## config.mk

```make
export PLATFORM = sky130hd
export DESIGN_NAME = interrupt_sequencer
export DESIGN_NICKNAME = d
export VERILOG_FILES = /design/src/rtl/intsq_pkg.sv /design/src/rtl/interrupt_sequencer_quantum_timer.sv /design/src/rtl/interrupt_sequencer.sv
export SDC_FILE = /design/constraint.sdc
export NUM_CORES = 1
export LEC_CHECK = 0
export CORE_ASPECT_RATIO = 0.8
export CORE_MARGIN = 2
export CORE_UTILIZATION = 52
export DETAILED_ROUTE_END_ITERATION = 7
export HOLD_SLACK_MARGIN = 0.1
export PLACE_DENSITY = 0.85
export RECOVER_POWER = 100
export SLEW_MARGIN = 40
export SYNTH_ARGS = -nofsm -noshare
export SYNTH_HDL_FRONTEND = slang
export SYNTH_SLANG_ARGS = --single-unit
```

## constraint.sdc

```tcl
create_clock -name clock -period 3.2 [get_ports clock]
set_input_delay 0.64 -clock clock [delete_from_list [all_inputs] [get_ports clock]]
set_output_delay 0.64 -clock clock [all_outputs]
set_load 0.005 [all_outputs]
```

## src/rtl/intsq_pkg.sv

```systemverilog
// Shared types and helpers for the interrupt sequencer: FSM state encoding,
// the timer source index and a fixed-priority encoder.
package intsq_pkg;

   typedef enum logic [1:0] {
      IDLE    = 2'd0,
      SAVE    = 2'd1,
      VECTOR  = 2'd2,
      SERVICE = 2'd3
   } intsqState_t;

   localparam int TIMER_IRQ = 0;

   // Lowest set index wins; returns 0 when nothing is set.
   function automatic logic [4:0] prio_enc(input logic [31:0] req);
      prio_enc = 5'd0;
      for (int i = 31; i >= 0; i--) begin
         if (req[i]) prio_enc = 5'(i);
      end
   endfunction

endpackage

```

## src/rtl/interrupt_sequencer_quantum_timer.sv

```systemverilog
// Preemption quantum counter: counts retired instructions and pulses tick
// on the retire that completes a quantum.
module quantum_timer #(
   parameter int QCNT_W = 16
) (
   input  logic              clock,
   input  logic              reset,
   input  logic              quantumWe,
   input  logic [QCNT_W-1:0] quantumDin,
   input  logic              instrRetire,
   input  logic              freeze,
   output logic              tick
);

   logic [QCNT_W-1:0] quantumReg;
   logic [QCNT_W-1:0] qcntReg;
   logic              advance;
   logic              wrap;

   assign advance = instrRetire && !freeze && (quantumReg != '0);
   assign wrap    = (qcntReg == quantumReg - QCNT_W'(1));
   // A quantum write restarts the count, so no tick on that cycle.
   assign tick    = advance && wrap && !quantumWe;

   always_ff @(posedge clock or negedge reset) begin
      if (!reset) begin
         quantumReg <= '0;
         qcntReg    <= '0;
      end else if (quantumWe) begin
         quantumReg <= quantumDin;
         qcntReg    <= '0;
      end else if (advance) begin
         qcntReg <= wrap ? '0 : qcntReg + QCNT_W'(1);
      end
   end

endmodule

```

## src/rtl/interrupt_sequencer.sv

```systemverilog
// Interrupt entry sequencer: edge-detects requests, picks a winner by fixed
// priority and drives the PC-source mux selects through SAVE/VECTOR/SERVICE.
module interrupt_sequencer
   import intsq_pkg::*;
#(
   parameter int N_IRQ  = 8,
   parameter int QCNT_W = 16
) (
   input  logic              clock,
   input  logic              reset,
   input  logic [N_IRQ-1:0]  irq_in,
   input  logic              irq_mask_we,
   input  logic [N_IRQ-1:0]  irq_mask_din,
   input  logic              quantum_we,
   input  logic [QCNT_W-1:0] quantum_din,
   input  logic              instr_retire,
   input  logic              reti,
   output logic              save_pc,
   output logic              save_pc_buffer,
   output logic              get_interruption,
   output logic [31:0]       irq_code,
   output logic              rf_write,
   output logic              pc_stall,
   output logic              in_service
);

   localparam int IDX_W = $clog2(N_IRQ);

   intsqState_t      stateReg;
   logic [IDX_W-1:0] winnerReg;
   logic [N_IRQ-1:0] pendingReg;
   logic [N_IRQ-1:0] maskReg;
   logic [N_IRQ-1:0] irqPrevReg;
   logic [N_IRQ-1:0] setVec;
   logic [N_IRQ-1:0] clrVec;
   logic [N_IRQ-1:0] eligible;
   logic [IDX_W-1:0] winIdx;
   logic             qTick;
   logic             unusedIrq0;

   logic             savePcReg;
   logic             savePcBufferReg;
   logic             getInterruptionReg;
   logic [31:0]      irqCodeReg;
   logic             rfWriteReg;
   logic             pcStallReg;
   logic             inServiceReg;

   // Bit 0 of irq_in is not a request line; the timer owns that source.
   assign unusedIrq0 = irq_in[0];

   quantum_timer #(.QCNT_W(QCNT_W)) u_quantum_timer (
      .clock       (clock),
      .reset       (reset),
      .quantumWe   (quantum_we),
      .quantumDin  (quantum_din),
      .instrRetire (instr_retire),
      .freeze      (inServiceReg),
      .tick        (qTick)
   );

   assign setVec[TIMER_IRQ] = qTick;
   assign clrVec[TIMER_IRQ] = (stateReg == VECTOR) && (winnerReg == IDX_W'(TIMER_IRQ));

   genvar gi;
   generate
      for (gi = 1; gi < N_IRQ; gi++) begin : gen_src
         assign setVec[gi] = irq_in[gi] & ~irqPrevReg[gi];
         assign clrVec[gi] = (stateReg == VECTOR) && (winnerReg == IDX_W'(gi));
      end
   endgenerate

   assign eligible = pendingReg & maskReg;
   assign winIdx   = IDX_W'(prio_enc(32'(eligible)));

   always_ff @(posedge clock or negedge reset) begin
      if (!reset) begin
         pendingReg <= '0;
         maskReg    <= '0;
         irqPrevReg <= '0;
      end else begin
         irqPrevReg <= irq_in;
         pendingReg <= (pendingReg & ~clrVec) | setVec;
         if (irq_mask_we) maskReg <= irq_mask_din;
      end
   end

   // Outputs are loaded together with the next state so they line up with it.
   always_ff @(posedge clock or negedge reset) begin
      if (!reset) begin
         stateReg           <= IDLE;
         winnerReg          <= '0;
         savePcReg          <= 1'b0;
         savePcBufferReg    <= 1'b0;
         getInterruptionReg <= 1'b0;
         irqCodeReg         <= '0;
         rfWriteReg         <= 1'b0;
         pcStallReg         <= 1'b0;
         inServiceReg       <= 1'b0;
      end else begin
         case (stateReg)
            IDLE: begin
               if ((eligible != '0) && instr_retire) begin
                  winnerReg  <= winIdx;
                  stateReg   <= SAVE;
                  rfWriteReg <= 1'b1;
                  pcStallReg <= 1'b1;
                  if (winIdx == IDX_W'(TIMER_IRQ)) savePcBufferReg <= 1'b1;
                  else                             savePcReg       <= 1'b1;
               end
            end
            SAVE: begin
               savePcReg          <= 1'b0;
               savePcBufferReg    <= 1'b0;
               getInterruptionReg <= 1'b1;
               irqCodeReg         <= 32'(winnerReg);
               stateReg           <= VECTOR;
            end
            VECTOR: begin
               getInterruptionReg <= 1'b0;
               irqCodeReg         <= '0;
               rfWriteReg         <= 1'b0;
               pcStallReg         <= 1'b0;
               inServiceReg       <= 1'b1;
               stateReg           <= SERVICE;
            end
            SERVICE: begin
               if (reti) begin
                  inServiceReg <= 1'b0;
                  stateReg     <= IDLE;
               end
            end
            default: stateReg <= IDLE;
         endcase
      end
   end

   assign save_pc          = savePcReg;
   assign save_pc_buffer   = savePcBufferReg;
   assign get_interruption = getInterruptionReg;
   assign irq_code         = irqCodeReg;
   assign rf_write         = rfWriteReg;
   assign pc_stall         = pcStallReg;
   assign in_service       = inServiceReg;

endmodule

```

* After elaboration in Yosys (flattened, before gate mapping)
Cells that the tools add are included.
** Word-level totals
- Input bits :: 38
- Bits in registers :: 98
- Word-level logic and storage cells :: 105
- Output and inout port bits :: 38
** Cells by class
- Eq/ne operators :: 15
- Multiplexer cells :: 26
- Reduce and logical (&&, ||, !) cells :: 31
- $add $sub $neg :: 2
- Bitwise operators :: 18
** Operator list (number)
- 32-bit case mux with 2 select lines :: 1
- 16-bit 2-to-1 mux :: 3
- 3-bit 2-to-1 mux :: 8
- 16-bit by 1-bit adder with 16-bit output (second input constant) :: 1
- 8-bit bitwise AND :: 2
- 16-bit equality test :: 1
- 16-bit nonzero test :: 1
- 16-bit by 1-bit subtractor with 16-bit output (second input constant) :: 1
- 1-bit logical AND :: 13
- 3-bit equality test (second input constant) :: 4
- 1-bit case mux with 2 select lines :: 5
- 2-bit nonzero test :: 5
- 2-bit inequality test (second input constant) :: 4
- 8-bit NOT :: 1
- 8-bit bitwise OR :: 1
- 2-bit case mux with 4 select lines :: 1
- 2-bit AND reduction :: 4
- 8-bit nonzero test :: 1
- 1-bit bitwise AND :: 7
- 1-bit NOT :: 7
- 3-bit by 2-bit equality test with 1-bit output (second input constant) :: 2
- 3-bit zero test :: 2
- 1-bit 2-to-1 mux :: 6
- 3-bit AND reduction :: 2
- 6 further kinds :: 9

* Longest topological paths before layout
Gate-level depths: netlist of the first run.
- Depth after elaboration :: 13
- Depth in mapped cells :: 10
- Depth with buffers taken out :: 9

* Modules after synthesis
Synthesis of the first run repeated with hierarchy kept, for this count alone.
** Unflattened totals
- Cell total of the unflattened synthesis :: 395
- Area total of the unflattened synthesis :: 4042.6 um^2
** By module, submodules not included
- quantum_timer :: area an instance 2197.1 um^2, cells an instance 229, instances 1
- interrupt_sequencer :: area an instance 1845.5 um^2, cells an instance 166, instances 1

* Worst setup path after synthesis of the first run
OpenSTA, ideal clock, no wires.
- Kind :: flip-flop to flip-flop
- From :: register u_quantum_timer.quantumReg[10]
- To :: register u_quantum_timer.qcntReg[11]
- Path slack :: 0.352 ns
- Arrival time :: 2.729 ns
- Data required time :: 3.081 ns
- Cell stages (with the launch flop) :: 10
- Buffers on the path :: 2
- Cell sequence :: dfrtp_1 > buf_6 > or4_4 > or3_1 > a2111o_1 > a2111oi_4 > nand4_4 > o21bai_4 > buf_8 > nor2_2
** On the way
- Longest elaborated chain between the ends :: 5
- Elaborated cells between the ends (all ways) :: 8
- Those cells by class :: add/sub (1); eq/ne (1); mux (3); reduce/logical (3)
** RTL lines
- from (decl) :: RTL line interrupt_sequencer_quantum_timer.sv:15 : logic [QCNT_W-1:0] quantumReg;
- from (signal assigned) :: RTL line interrupt_sequencer_quantum_timer.sv:30 : quantumReg <= quantumDin;
- 16-bit by 1-bit subtractor with 16-bit output :: RTL line interrupt_sequencer_quantum_timer.sv:21 : assign wrap = (qcntReg == quantumReg - QCNT_W'(1));
- 16-bit equality test :: RTL line interrupt_sequencer_quantum_timer.sv:21
- 16-bit 2-to-1 mux :: RTL line interrupt_sequencer_quantum_timer.sv:33 : qcntReg <= wrap ? '0 : qcntReg + QCNT_W'(1);
- 16-bit 2-to-1 mux :: RTL line interrupt_sequencer_quantum_timer.sv:32 : end else if (advance) begin
- 16-bit 2-to-1 mux :: RTL line interrupt_sequencer_quantum_timer.sv:29 : end else if (quantumWe) begin
- to (signal assigned) :: RTL line interrupt_sequencer_quantum_timer.sv:33
- to (decl) :: RTL line interrupt_sequencer_quantum_timer.sv:16 : logic [QCNT_W-1:0] qcntReg;
Several ways; a longest one is shown, not always the timed one. The select of a mux whose other input is x is not followed.
A chain may end at the register's enable or synchronous reset.

* Worst setup path in the final report of the first run
- From :: register u_quantum_timer.quantumReg[11]
- To :: register u_quantum_timer.qcntReg[14]
Same word-level chain as after synthesis.

==> metrics.txt, run 1 <==
ys async rst share=1.00; initial antenna violation count=0; Critical Path Start Type=flip-flop; H-tree depth=3; reg2reg path depth=8; r2r startpoint=u_quantum_timer.quantumReg[11]; Starting DRT DRC Count=120; max-cap viol count=2; IO Pins=76; hold path depth=1; Final Net Count=~460; CTS tree=yes; first-pass GRT wire length=between 10000 and 15000 um; CP Data Arrival Time=3.17 ns; clock-pin slew on the worst setup and hold paths=approximately 0.08 ns; synth warn=0; Netlist cell types=between 50 and 60; register area=0.00170 mm2; ranking of synthesized cells by area=dfrtp_1, mux2_2, buf_4, xor2_1, o21ai_0; Min-Delay Path Class=reg -> reg; Die H=~80 um; GRT Residual Overflow=0; # Post-CTS Setup Buffers=0; Net Sw Frac=0.349; row cnt=27; Post-Syn Instances=362; Int Pwr=roughly 1600 uW; total track usage=0.207; Fin. Hold Viols=0; area of the multi-input gates=approximately 0.0018 mm2; RSZ-0062 raised after global routing=no; clk_lat worst skew=about 0.35 ns; synthesis-stage register bit count=just under 70; Post-Synthesis Cell Area=between 0.003 and 0.004 mm2; area grow syn2layout=15.6%; CTS max path bufs=2; r2r endpoint=u_quantum_timer.qcntReg[14]; Max-slew headroom=-0.349; Max VDD drop=0.333 mV; Post-synth EDFFs=0; vias in the first global route=~2700; share of layout cells above drive strength 1=0.127; CP endpoint kind=flip-flop; clock sinks=roughly 70; initial core utilization=0.539; max-slew violations=70; antenna viol nets, final=0; Pleak=0.00185 uW; Worst Tran Pin Value=just over 2 ns; CTS Hold Bufs=0; Worst Path Max Fanout=13; pwr/cell area=about 580 mW/mm2; sequential share of the synthesized area=0.455; Worst Path Class, Setup=reg -> reg; Setup TNS Final=0 ns; die area=between 0.007 and 0.008 mm2; hold path endpoint=pendingReg[3]; Routed WL=around 7500 um; DIE WIDTH=between 90 and 100 um; Avg Cell Area, Syn=a little over 10 um2; failing checks=capacitance limit, slew limit; fillers=roughly 570; area leader, netlist=dfrtp_1; Core ar.=just under 0.007 mm2; n_diodes=0; largest net degree at the start of global routing=40; final setup fails=0; DR WL/cell=15.0 um; CTS resizes=0; share of the synthesized area in the top cell type=0.455; beginning of the worst hold path=irqPrevReg[3]; Tcrit/Tclk final=0.917; minimum clock period=2.93 ns; total power=between 2000 and 2500 uW; DRC Markers=0; reg2reg setup slack=0.27 ns; Max Freq=341 MHz; drt pass-1 iters=4; Post-DP HPWL=approximately 5600 um; PortBufs=45; Vias=about 2700; Reg power frac=0.465; WP data required=between 3 and 4 ns; Psw=869 uW; status=finished with violations; worst hold margin=0.415 ns; Main synth FF type=dfrtp_1; combinational share of power=0.272; final setup skew=0.00788 ns; TritonCTS buffer count=9; vias per cell=around 5.4; clock network power share=0.263; clock root cell=clkbuf_8; Placer Congestion=between 0.7 and 0.8
cell usage after synthesis (2+ instances only):
cell and n:
a21oi_1 9, or3_2 2, nand2b_1 6, a2111oi_4 2, nor2b_1 2, nor4_1 3, o31ai_1 3, xor2_1 19
nor2_1 13, and2_1 2, o211ai_1 2, a22oi_1 4, nor3_1 3, clkbuf_1 10, nand4_1 3, nand2_1 28
nand3b_1 6, ha_1 6, and4_1 2, a31oi_1 4, mux2i_1 2, nor2_2 10, nand3_1 12, inv_1 20
and3_1 4, o21ai_0 29, mux2_2 22, dfrtp_1 68, o22ai_1 2, buf_4 30, xnor2_1 13
worst max-delay path, stage by stage (launching register included):
cell,delay (ns)
dfrtp_1,0.44
or4_1,0.56
or3_1,0.37
a2111o_1,0.46
a2111oi_4,0.42
nand4_4,0.19
o21bai_4,0.18
buf_12,0.15
nor2_1,0.05
cell families (layout without fill, tap and decap cells):
| kind of cell | after synthesis | after routing | synth area share |
|---|---|---|---|
| AOI/OAI and AO/OA | 67 | 67 | 0.129 |
| xor gates and xnor gates | 32 | 32 | 0.0750 |
| adders and majority gates | 6 | 6 | 0.0201 |
| buffers and inverters | 62 | 88 | 0.0975 |
| DFF | 68 | 68 | 0.455 |
| muxes | 24 | 24 | 0.0717 |
| other | 1 | 29 | 0.00100 |
| and+or+nand+nor | 102 | 102 | 0.150 |
layout make-up:
type,count,share of cell area
multi-input combinational,260,0.406
sequential,68,0.394
timing repair buffer,52,0.116
clock buffer,9,0.0287
tap,87,0.0252
inverter,20,0.0174
clock inverter,7,0.0136
placed cells by master (no fill, tap or decap), drive strengths merged, types with 4 or more instances in the layout:
master / instances
xor2: 19
clkdlybuf4s50: 25
clkbuf: 12
mux2: 22
nand3b: 6
nand4: 4
nand2: 28
dfrtp: 68
nor4: 4
conb: 29
a31oi: 4
nand3: 12
inv: 22
a21oi: 9
and3: 4
a22oi: 4
dlygate4sd3: 19
ha: 6
xnor2: 13
buf: 5
nor2: 23
nand2b: 6
o21ai: 29
metal layers:
| metal | routed length, um | GRT usage | vias up |
|---|---|---|---|
| met5 | 0 | 0 | - |
| met4 | 106 | 0.0630 | 0 |
| met3 | 372 | 0.0517 | 11 |
| met2 | 3610 | 0.342 | 75 |
| met1 | 3450 | 0.271 | 1323 |
| li1 | - | - | 1294 |
sequential cells by signal (all words and copies together) (netlist names):
signal	count
stateReg	2
pendingReg	8
maskReg	8
irq_code	3
save_pc	1
in_service	1
pc_stall	1
u_quantum_timer.quantumReg	16
get_interruption	1
irqPrevReg	7
winnerReg	3
save_pc_buffer	1
u_quantum_timer.qcntReg	16
how the worst max path moves through the flow:
stage / start / end / slack, ns / depth (start not counted)
floorplan: u_quantum_timer.quantumReg[10] / u_quantum_timer.qcntReg[11] / 0.35 / 9
global placement: u_quantum_timer.quantumReg[11] / u_quantum_timer.qcntReg[5] / 0.36 / 8
detailed placement: u_quantum_timer.quantumReg[11] / u_quantum_timer.qcntReg[5] / 0.29 / 8
CTS: u_quantum_timer.quantumReg[11] / u_quantum_timer.qcntReg[5] / 0.28 / 8
global route: u_quantum_timer.quantumReg[11] / u_quantum_timer.qcntReg[14] / 0.14 / 8
finish: u_quantum_timer.quantumReg[11] / u_quantum_timer.qcntReg[14] / 0.27 / 8
power by group through the flow:
stage               clock network [uW]  registers [uW]  logic, uW
finish                             654            1160        677
global route                       712            1180        763
CTS                                666            1150        704
detailed placement                   0            1170        699
global placement                     0            1160        664
floorplan                            0            1130        472
through the flow:
stage / worst slack, ns / utilization / area, um2 / std cells
after floorplan: 0.352 / - / 3840 / 390
after global placement: 0.365 / 0.602 / 4170 / 487
after detailed placement: 0.291 / 0.602 / 4170 / 487
after CTS: 0.280 / 0.629 / 4350 / 503
after global routing: 0.138 / 0.624 / 4320 / 503
final: 0.265 / 0.624 / 4320 / 503
No activity file was read; power rests on OpenSTA's default activity.
==> run 2: changes to the inputs <==
==> constraint.sdc (replaced) <==
create_clock -name clock -period 3.2 [get_ports clock]
set_input_delay 0.64 -clock clock [delete_from_list [all_inputs] [get_ports clock]]
set_output_delay 0.64 -clock clock [all_outputs]
set_load 0.1 [all_outputs]
==> metrics.txt, run 2 (synthesis gave the netlist of run 1 again) <==
status=finished with violations; failing checks=capacitance limit, slew limit; fillers=approximately 580; pwr/cell area=between 700 and 800 mW/mm2; PortBufs=between 40 and 50; worst hold margin=0.259 ns; Final Core Density=0.621; max-cap viol count=2; Pleak=0.00184 uW; biggest regs=u_quantum_timer.qcntReg (16), u_quantum_timer.quantumReg (16); dpl cells=slightly below 500; clock-pin slew on the worst setup and hold paths=~0.08 ns; initial core utilization=0.539; drt pass-1 iters=4; Final Net Count=between 400 and 500; largest net degree at the start of global routing=30; Starting DRT DRC Count=123; total track usage=0.201; Max Freq=343 MHz; RSZ-0062 raised after global routing=no; initial antenna violation count=0; Die H=approximately 80 um; register area=about 0.0017 mm2; clock sinks=just under 70; clock root cell=clkbuf_8; Crit-path slowest cell=or4_1; first-pass GRT wire length=between 10000 and 15000 um; CP peak stage delay=0.55 ns; total power=around 3100 uW; CP endpoint kind=flip-flop; Max VDD drop=around 0.33 mV; GRT Residual Overflow=0; CTS tree=yes; Critical Path Start Type=flip-flop; DRC Markers=0; row cnt=27; reg2reg path depth=8; WP data required=3.43 ns; minimum clock period=2.92 ns; Setup TNS Final=0 ns; vias in the first global route=about 2700; Core ar.=0.00693 mm2; CP Data Arrival Time=3.15 ns; Final Non-Filler Cells=~500; DR WL/cell=around 15 um; CTS resizes=0; TritonCTS buffer count=9; IO Pins=76; Tcrit/Tclk final=0.912; vias per cell=approximately 5.4; # Post-CTS Setup Buffers=0; Placer Congestion=roughly 0.8; clk_lat worst skew=between 0.3 and 0.4 ns; DIE WIDTH=roughly 100 um; Routed WL=around 7400 um; n_diodes=0; Cell Chain, Critical Path=or4_1 > or3_1 > a2111o_1 > a2111oi_4 > nand4_4 > o21bai_4 > buf_12 > nor2_1; die area=0.00788 mm2; most frequent cells in the layout=dfrtp_1, o21ai_0, conb_1; CTS max path bufs=2; CTS Hold Bufs=0; Worst Tran Pin Value=between 1.5 and 2 ns; Fin. Hold Viols=0; most common cell after layout, fill and taps aside=dfrtp_1; final setup fails=0; max-slew violations=60; area grow syn2layout=15.2%; Vias=between 2000 and 3000; antenna viol nets, final=0; Min-Delay Path Class=in -> async; share of layout cells above drive strength 1=0.125; area of the multi-input gates=between 0.0015 and 0.002 mm2; H-tree depth=3; Max-slew headroom=-0.0284; final setup skew=0.0106 ns; Worst Path Class, Setup=reg -> reg; Post-DP HPWL=about 5300 um; Worst Path Max Fanout=13
-- run 2: cell count changes in the layout (fill, tap and decap cells not counted), sizes merged --
cell	delta
buf	-1
bufinv	+2
clkbuf	+10
clkinv	+1
clkinvlp	-2
dlygate4sd3	-9
inv	-1
-- run 2: worst max-delay path: cells and delay by family (launching register included) --
kind | cells | cell delay, ns
AND/OR/NAND/NOR | 4 | 1.15
AO/OA/AOI/OAI | 3 | 1.07
flip-flops | 1 | 0.44
buffers and inverters | 1 | 0.15
-- run 2: report_power, final --
part | internal [uW] | switching (uW) | total, uW
Sequential | 1010 | 152 | 1160
Clock | 444 | 344 | 788
Combinational | 283 | 832 | 1110
-- run 2: routing by layer --
| metal | vias to the layer above | global-route usage | share of wire |
|---|---|---|---|
| met1 | 1293 | 0.258 | 0.44 |
| met2 | 86 | 0.322 | 0.47 |
| met5 | - | 0 | 0 |
| li1 | 1296 | - | - |
| met4 | 0 | 0.0904 | 0.024 |
| met3 | 19 | 0.0525 | 0.062 |
-- run 2: worst paths after layout --
path | from | to | slack (ns)
min in group clock | irqPrevReg[1] | pendingReg[1] | 0.42
min reg2reg | irqPrevReg[1] | pendingReg[1] | 0.42
min | reset | maskReg[7] | 0.26
max reg2reg | u_quantum_timer.quantumReg[11] | u_quantum_timer.qcntReg[14] | 0.28
max in group asynchronous | reset | u_quantum_timer.quantumReg[3] | 1.11
max | u_quantum_timer.quantumReg[11] | u_quantum_timer.qcntReg[14] | 0.28
-- run 2: area by class of cell --
class / count / area share
Clock inverter: 7 / 0.0233
Sequential cell: 68 / 0.395
Multi-Input combinational cell: 260 / 0.407
Inverter: 20 / 0.0174
Timing Repair Buffer: 52 / 0.103
Clock buffer: 9 / 0.0288
Tap cell: 87 / 0.0253
-- run 2: through the flow --
stage,area (um2),setup WS (ns)
after CTS,4370,0.277
final,4300,0.281
after global routing,4300,0.156
after floorplan,3840,0.352
after global placement,4150,0.362
after detailed placement,4150,0.303
